==> config.mk <==
export PLATFORM = sky130hd
export DESIGN_NAME = add_sub_serial
export DESIGN_NICKNAME = d
export VERILOG_FILES = /design/src/rtl/add_sub_pkg.sv /design/src/rtl/fa_digit.sv /design/src/rtl/add_sub_serial.sv
export SDC_FILE = /design/constraint.sdc
export NUM_CORES = 1
export LEC_CHECK = 0
export CORE_MARGIN = 2
export CORE_UTILIZATION = 55
export DETAILED_ROUTE_END_ITERATION = 6
export DONT_BUFFER_PORTS = 1
export PLACE_DENSITY = 0.69
export SYNTH_ARGS = -nofsm -noshare
export SYNTH_HDL_FRONTEND = slang
export SYNTH_SLANG_ARGS = --single-unit
==> constraint.sdc <==
create_clock -name clk -period 6.3 [get_ports clk]
set_input_delay 0.63 -clock clk [delete_from_list [all_inputs] [get_ports clk]]
set_output_delay 0.63 -clock clk [all_outputs]
set_load 0.02 [all_outputs]
==> src/rtl/add_sub_pkg.sv <==
// Shared definitions for the digit-serial adder/subtractor: FSM encoding and
// the rule that turns operand width and digit size into a digit count.
package add_sub_pkg;

  typedef enum logic [1:0] {
    IDLE = 2'd0,
    RUN  = 2'd1,
    DONE = 2'd2
  } state_e;

  function automatic int ndig(input int width, input int digit);
    return width / digit;
  endfunction

  // Counter needs at least one bit even when a single digit covers the word.
  function automatic int cnt_w(input int n);
    return (n > 1) ? $clog2(n) : 1;
  endfunction

endpackage

==> src/rtl/fa_digit.sv <==
// Combinational DIGIT-bit ripple adder; also exposes the carry into the top
// bit so the caller can form signed overflow on the final digit.
module fa_digit #(
  parameter int DIGIT = 4
) (
  input  logic [DIGIT-1:0] x,
  input  logic [DIGIT-1:0] y,
  input  logic             cin,
  output logic [DIGIT-1:0] sum,
  output logic             cout,
  output logic             c_msb_in
);

  logic [DIGIT:0] cy;

  always_comb begin
    cy    = '0;
    sum   = '0;
    cy[0] = cin;
    for (int i = 0; i < DIGIT; i++) begin
      sum[i]  = x[i] ^ y[i] ^ cy[i];
      cy[i+1] = (x[i] & y[i]) | (cy[i] & (x[i] ^ y[i]));
    end
  end

  assign cout     = cy[DIGIT];
  assign c_msb_in = cy[DIGIT-1];

endmodule

==> src/rtl/add_sub_serial.sv <==
// Digit-serial add/subtract: operands are shifted out LSB digit first through
// one fa_digit, the result is assembled by shifting digits in from the top.
module add_sub_serial
  import add_sub_pkg::*;
#(
  parameter int WIDTH = 16,
  parameter int DIGIT = 4
) (
  input  logic             clk,
  input  logic             rst_n,
  input  logic             start,
  input  logic             sub,
  input  logic [WIDTH-1:0] a,
  input  logic [WIDTH-1:0] b,
  output logic             busy,
  output logic             done,
  output logic [WIDTH-1:0] s,
  output logic             c,
  output logic             v
);

  localparam int NDIG = ndig(WIDTH, DIGIT);
  localparam int CW   = cnt_w(NDIG);

  state_e state, nxt;

  logic [WIDTH-1:0] opa, opb, res_nxt;
  logic             cy;
  logic [CW-1:0]    cnt;
  logic [DIGIT-1:0] dsum;
  logic             dcout, dmsb;
  logic             last, accept;

  assign last   = (cnt == CW'(NDIG - 1));
  assign accept = start && (state == IDLE || state == DONE);
  assign busy   = (state == RUN);
  assign done   = (state == DONE);

  fa_digit #(.DIGIT(DIGIT)) u_fa (
    .x        (opa[DIGIT-1:0]),
    .y        (opb[DIGIT-1:0]),
    .cin      (cy),
    .sum      (dsum),
    .cout     (dcout),
    .c_msb_in (dmsb)
  );

  // Upper part of the partial result; absent when one digit spans the word.
  generate
    if (NDIG == 1) begin : g_one
      assign res_nxt = dsum;
    end else begin : g_acc
      logic [WIDTH-DIGIT-1:0] acc;
      always_ff @(posedge clk or negedge rst_n) begin
        if (!rst_n)              acc <= '0;
        else if (state == RUN)   acc <= res_nxt[WIDTH-1:DIGIT];
      end
      assign res_nxt = {dsum, acc};
    end
  endgenerate

  always_ff @(posedge clk or negedge rst_n) begin
    if (!rst_n) state <= IDLE;
    else        state <= nxt;
  end

  always_comb begin
    nxt = state;
    case (state)
      IDLE:    if (start) nxt = RUN;
      RUN:     if (last)  nxt = DONE;
      DONE:    nxt = start ? RUN : IDLE;
      default: nxt = IDLE;
    endcase
  end

  always_ff @(posedge clk or negedge rst_n) begin
    if (!rst_n) begin
      opa <= '0;
      opb <= '0;
      cy  <= 1'b0;
      cnt <= '0;
      s   <= '0;
      c   <= 1'b0;
      v   <= 1'b0;
    end else if (accept) begin
      // Subtraction is a + ~b + 1: invert b here, carry-in supplies the +1.
      opa <= a;
      opb <= b ^ {WIDTH{sub}};
      cy  <= sub;
      cnt <= '0;
    end else if (state == RUN) begin
      opa <= opa >> DIGIT;
      opb <= opb >> DIGIT;
      cy  <= dcout;
      cnt <= cnt + 1'b1;
      if (last) begin
        s <= res_nxt;
        c <= dcout;
        v <= dcout ^ dmsb;
      end
    end
  end

endmodule

==> run summary, run 1 <==
Along the worst path, the maximum fanout reaches 42. In the routed design, unresolved DRC markers number 0. The pin count of the biggest net entering global routing came out at 68. The pre-CTS setup slack is a little over 4 ns. Static timing analysis puts the maximum clock frequency at 434 MHz. The violation count after the first detailed-route iteration came out at 62. After layout, the worst path uses between 30% and 40% of the clock period. The most common cell in the netlist is nand2_1.

The setup path with the least slack is of type reg2out. Sorting the synthesized cells by area gives the leading types as dfrtp_1, nand2_1, mux2_2. In this run the vertical extent of the chip is slightly below 80 um.

The later-pin clock latency in the skew report is between 0.3 and 0.4 ns. The dominant synthesized flop cell is dfrtp_1. The multi-input gate area in the final layout is approximately 1100 um^2. The post-synthesis sequential element count is 67. The synthesis-to-finish area growth came out at 7.20%. The synthesized design spends more area on one cell type than any other, namely dfrtp_1.

The clock passes through at most 2 buffers. The TritonCTS clock tree is done. The CTS buffer count is 9. The async set-reset flop share out of synthesis is between 90% and 100%.

The share of cells above drive strength 1 is a little over an eighth. The synthesized instance count is around 280. The full die area is between 5000 and 6000 um^2. The number of different library cells in the post-synthesis netlist is 28.

The layout has roughly 440 filler cells. The global-route total usage across every layer is around a fifth. The worst max-slew margin expressed relative to the limit came out at around 45%. The via count of the first global-routing pass came out at about 1900. In this run the worst hold path is classified as in2async. The Yosys step of the flow raised 0 warnings. The routed wirelength normalized by instance count is 14.8 um. The core region area is ~5100 um^2. The worst path arrival time is ~1.7 ns.

The number of vias per cell came out at approximately 5.5. The worst clock skew is between 0.004 and 0.005 ns. At the end of routability-driven placement, the weighted congestion stood at ~0.72.

The total overflow left after global routing is 0. The post-route minimum period is ~2.3 ns. The worst setup path is launched from a flop.

The final-report max-slew violation count came out at 0. The mean area per synthesized cell came out at roughly 11 um^2. Buffers added to address setup during post-CTS repair amount to 0. The number of core rows is 26. The worst path required time came out at around 5.7 ns.

For this block, the via count after detailed routing is 1912. The initial antenna violation count is 0. The root buffer cell chosen for the clock tree is clkbuf_8.

Synthesis produced a netlist with a net count of 320. The total number of H-tree levels came out at 3. The remaining antenna violation count is 0.

IR analysis of the VDD net gives a maximum drop of 0.247 mV. Detailed placement ended at an HPWL of 3380 um. Setup repair after global routing left no endpoint under its margin. The floorplan die width came out at 77.3 um. In this run the tool buffered the top-level ports with 0 buffer cells. After synthesis, the largest area contributor takes up 56.8% of total cell area. The category of the worst setup path capture point is an output pin. The number of enable flip-flop cells after synthesis came out at 0. The share of synthesized area occupied by flip-flops and latches came out at about 57%. The area taken by flip-flops and latches came out at about 1700 um^2. The number of hold violations in the final report came out at 0.

The total I/O pin count came out at between 50 and 60. The flow ran to the end, and the final reports show no timing, DRC or antenna violations. The transition time of the tightest slew-check pin is around 0.8 ns. The total of max-cap violations is 0. Wires add up to just over 5000 um. The worst setup margin came out at around 4.0 ns.

For this configuration, the core starts out at a cell density of about 57%. The power density over cell area came out at ~570 nW/um^2. The first-pass GRT wire length is ~8900 um. The leakage component of the power is around 1.5 nW. After routing, the total negative slack on setup checks comes to 0 ns.

The CTS sink count is 67. After synthesis, the most frequently instantiated cells are nand2_1, dfrtp_1, nor2_1. The number of inserted diodes is 0.

The area of the mapped netlist came out at 2950 um^2. The number of nets in the final layout came out at roughly 320. Post-CTS repair changed the size of 0 cells. The count of TritonRoute iterations in the first routing pass is 4. Clock-pin slew was measured on the worst setup and hold paths at around 0.070 ns. The final setup violation count is 0.
-- cell type report --
cell class / count / area share [%]
Sequential cell: 67 / 52.9
Multi-Input combinational cell: 185 / 35.6
Clock buffer: 10 / 4.35
Tap cell: 70 / 2.77
Clock inverter: 6 / 1.74
Timing Repair Buffer: 3 / 1.34
Inverter: 9 / 1.22
-- sequential cells by signal, summed over array words and instances (netlist names) --
register / count
state: 2
c: 1
opb: 16
v: 1
g_acc.acc: 12
opa: 16
s: 16
cnt: 2
cy: 1
-- kinds of logic after synthesis --
logic type	Yosys count	share of synthesized area [%]
muxes	14	5.34
and+or+nand+nor	105	14.8
buffers and inverters	27	5.04
AOI/OAI and AO/OA	44	9.91
DFF	67	56.8
xor gates and xnor gates	17	5.04
adders and majority gates	5	3.13
-- power breakdown --
group / internal [mW] / switching, mW / total [mW]
Sequential: 0.639 / 0.194 / 0.833
Combinational: 0.254 / 0.362 / 0.616
Clock: 0.190 / 0.151 / 0.341
-- worst paths after layout --
kind | startpoint | to | slack, ns | depth (start not counted)
worst max-delay path | state[0] | busy | 4.00 | 3
worst min-delay path | rst_n | g_acc.acc[1] | 0.15 | 1
worst max register to register | opa[0] | g_acc.acc[11] | 4.03 | 8
worst min register to register | g_acc.acc[3] | g_acc.acc[3] | 0.47 | 2
max in group asynchronous | rst_n | opb[8] | 5.86 | 1
min in group clk | a[8] | opa[8] | 0.42 | 2
-- stage by stage --
stage                     power (mW)  area (um^2)  util (%)  std cells  hold WS (ns)
after floorplan                 1.34         2950         -        279         0.334
after global placement          1.43         2950      57.3        333         0.336
after detailed placement        1.46         2950      57.3        333         0.336
after CTS                       1.82         3170      61.6        350         0.167
after global routing            1.95         3170      61.6        350         0.182
final                           1.79         3170      61.6        350         0.154
-- layout by cell type, fill, tap and decap left out, types with 2 or more instances in the layout --
cell type	count
nand2_1	71
fa_1	4
a22oi_1	4
clkbuf_8	10
o22ai_1	4
a31oi_1	15
a22o_1	9
nand2b_1	2
a21oi_1	2
xor2_1	17
mux2_2	14
dfrtp_1	67
nand3_1	5
clkinv_2	5
inv_1	8
buf_4	2
o21ai_0	9
nor2_1	18
nor3_1	4
-- critical path, cell delays in order (launching register included) --
cell and delay [ns]:
dfrtp_1 0.45, nand2b_1 0.10, buf_4 0.39, clkinv_4 0.38
-- routing by layer --
| layer | vias up | track usage (%) | share of wire (%) |
|---|---|---|---|
| li1 | 923 | - | - |
| met1 | 925 | 23.7 | 43 |
| met2 | 57 | 31.0 | 49 |
| met3 | 7 | 8.00 | 7.0 |
| met4 | 0 | 5.36 | 1.1 |
| met5 | - | 0 | 0 |
-- repair_timing --
action / in CTS / in global routing
hold buffers: 1 / 0
setup endpoints to repair: 0 / 0
endpoints found under the hold margin: 67 / 0
Note: power is estimated with default switching activity, not from simulation.
==> inputs of run 2 (changes only) <==
- clock period: 6.3 -> 2.15 ns (I/O delays scaled with it)
==> run 2 against run 1 <==
Against the previous run:
- the flow now finishes with violations (negative setup slack)
- hold slack got worse by 0.14 ns
- non-clock buffer count rose by 12
- die area did not move
- first-iteration DRC count rose by 52%
- critical endpoint is now s[15]
- largest power group unchanged
- highest routed layer unchanged
==> run summary, run 2 (synthesis gave the netlist of run 1 again) <==
The flow ran to the end, but the final reports show violations. The checks that failed: negative setup slack. The worst path required time came out at 2.41 ns.

The setup path with the least slack is of type reg2reg. The effective utilization at floorplan is roughly 57%. The first-pass GRT wire length is just over 9000 um. For this run, the total global-route usage over all layers was measured as roughly a fifth. The cell area reported after detailed placement came out at roughly 3000 um^2. The worst setup margin is -0.0119 ns. TritonCTS built the clock tree. The clock transition at the registers of the reported paths came out at about 0.070 ns. The number of I/O port buffers is 0. The most common cell after layout, fill and taps aside is nand2_1.

In this run the critical register-to-register path is captured at s[15]. The worst path in the final design needs a cycle of about 2.2 ns, including I/O delays and setup. For this run, the detailed router's first-pass iteration total came to 4. Summed over all layers, the routed wires come to 5290 um. The final-report max-slew violation count is 0. No sink is reached through more buffers than the 2 on the longest clock path.

The floorplan die width came out at approximately 77 um. The worst register-to-register path begins at cy. The area growth from synthesis to layout is 11.9%.

The kind of start point of the critical path is a flop. The estimated wirelength of the detail-placed design came out at 3290 um. The leftover overflow at the end of global routing came out at 0.

The number of nets in the final layout came out at 328. The setup slack of the worst register-to-register path came out at -0.01 ns. The via count of the first global-routing pass is roughly 2000. In the final layout, the registers with the most flip-flops are opa: 16 flops, opb: 16 flops, s: 16 flops. The routed wirelength normalized by instance count is ~15 um. The CTS buffer count is 9. The total of max-cap violations came out at 0. In this run, the number of DRC markers left after iteration 0 of detailed routing was 94. The path depth of the worst reg2reg path came out at 8.

The last element of the critical path is s[15]. The power density over cell area is approximately 1700 nW/um^2. Setup repair after global routing could not meet its margin everywhere. The remaining antenna violation count came out at 0. The total number of H-tree levels came out at 3.

The final worst hold slack is between 0.015 and 0.02 ns. The placer's final routability congestion estimate came out at around 0.7. The transition time of the tightest slew-check pin is roughly 0.55 ns. In the finished design, the share of the clock period the worst path needs comes to 101%. The initialized floorplan defines 26 standard-cell rows.

Leaving out fill and tap cells, the most frequent cells in the layout are nand2_1, dfrtp_1, nor2_1. The clock tree root buffer cell is clkbuf_8. The die is about 77 um tall. The initial antenna violation count came to 0. The total power is 5.46 mW. STA puts the critical path data arrival time at around 2.4 ns. Entering global routing, the biggest net connects between 60 and 70 pins. STA classifies the critical path endpoint as a flop. The core region is about 5100 um^2.

The post-route cell area came out at approximately 3300 um^2. 56 I/O pins were placed. In this run the worst path has a maximum fanout of 2. The share of cells above drive strength 1 came out at approximately 16%.

The achievable frequency came out at 463 MHz. The die covers about 6000 um^2. The later-pin clock latency in the skew report is 0.34 ns. The maximum VDD drop is 0.801 mV. Between clock sinks in the finished design, the worst skew comes to roughly 0.0034 ns. The worst hold path class is in2reg. The number of hold violations in the final report is 0. The most critical setup path has its startpoint at cy. The total vias in the final route is 1976. The worst pin sits at a relative slew slack of 63.4%. The number of vias per cell is ~5.5. The leakage component of the power came out at 1.55 nW. In the routed design, unresolved DRC markers number 0. The final setup violation count came out at 2. The tree built by TritonCTS fans out to between 60 and 70 sinks.

The repair_antennas step left the layout with diodes totalling 0.
[run 2: worst min-delay path by stage]
stage | startpoint | to | cells after the start
global placement | rst_n | s[1] | 0
detailed placement | rst_n | s[1] | 0
global route | a[12] | opa[12] | 1
floorplan | rst_n | c | 0
finish | a[12] | opa[12] | 1
CTS | a[15] | opa[15] | 1
[run 2: timing repair]
| action | in CTS | in global routing |
|---|---|---|
| gates resized for setup | 5 | 7 |
| pin swaps | 2 | 5 |
| endpoints found under the setup margin | 4 | 4 |
| setup buffers | 1 | 1 |
| hold buffers | 7 | 2 |
| hold endpoints to repair | 72 | 2 |
[run 2: critical path, cell delays in order (launching register included)]
cell and delay (ns):
dfrtp_1 0.41, fa_2 0.39, inv_2 0.06, fa_2 0.18
inv_2 0.04, fa_2 0.36, inv_2 0.07, fa_2 0.44
o21ai_1 0.13
[run 2: where the power goes]
part / switching, mW / internal, mW / total, mW
sequential: 0.571 / 1.87 / 2.44
combinational: 1.10 / 0.842 / 1.94
clock: 0.439 / 0.633 / 1.07
[run 2: per-layer routing]
| layer | GRT usage (%) | vias to the layer above | share of wire (%) |
|---|---|---|---|
| li1 | - | 945 | - |
| met1 | 24.2 | 972 | 43 |
| met2 | 31.8 | 52 | 49 |
| met3 | 8.71 | 7 | 6.7 |
| met4 | 6.96 | 0 | 1.4 |
| met5 | 0 | - | 0 |
[run 2: through the flow]
| stage | cells | setup TNS (ns) | setup WS, ns | util (%) |
|---|---|---|---|---|
| 2_1_floorplan | 279 | 0 | 0.0204 | - |
| 3_3_place_gp | 335 | -0.0341 | -0.0224 | 57.6 |
| 3_5_place_dp | 335 | -0.274 | -0.118 | 57.6 |
| 4_1_cts | 359 | -0.00830 | -0.00545 | 63.6 |
| 5_1_grt | 362 | -0.284 | -0.0964 | 64.3 |
| 6_report | 362 | -0.0196 | -0.0119 | 64.3 |
[run 2: area by class of cell]
cell class                 count  area (um^2)
clock buffer                  15          176
multi-input combinational    185         1140
clock inverter                 1         30.0
timing repair buffer          15          153
sequential                    67         1680
inverter                       9         38.8
tap                           70         87.6
fill                         454         1830
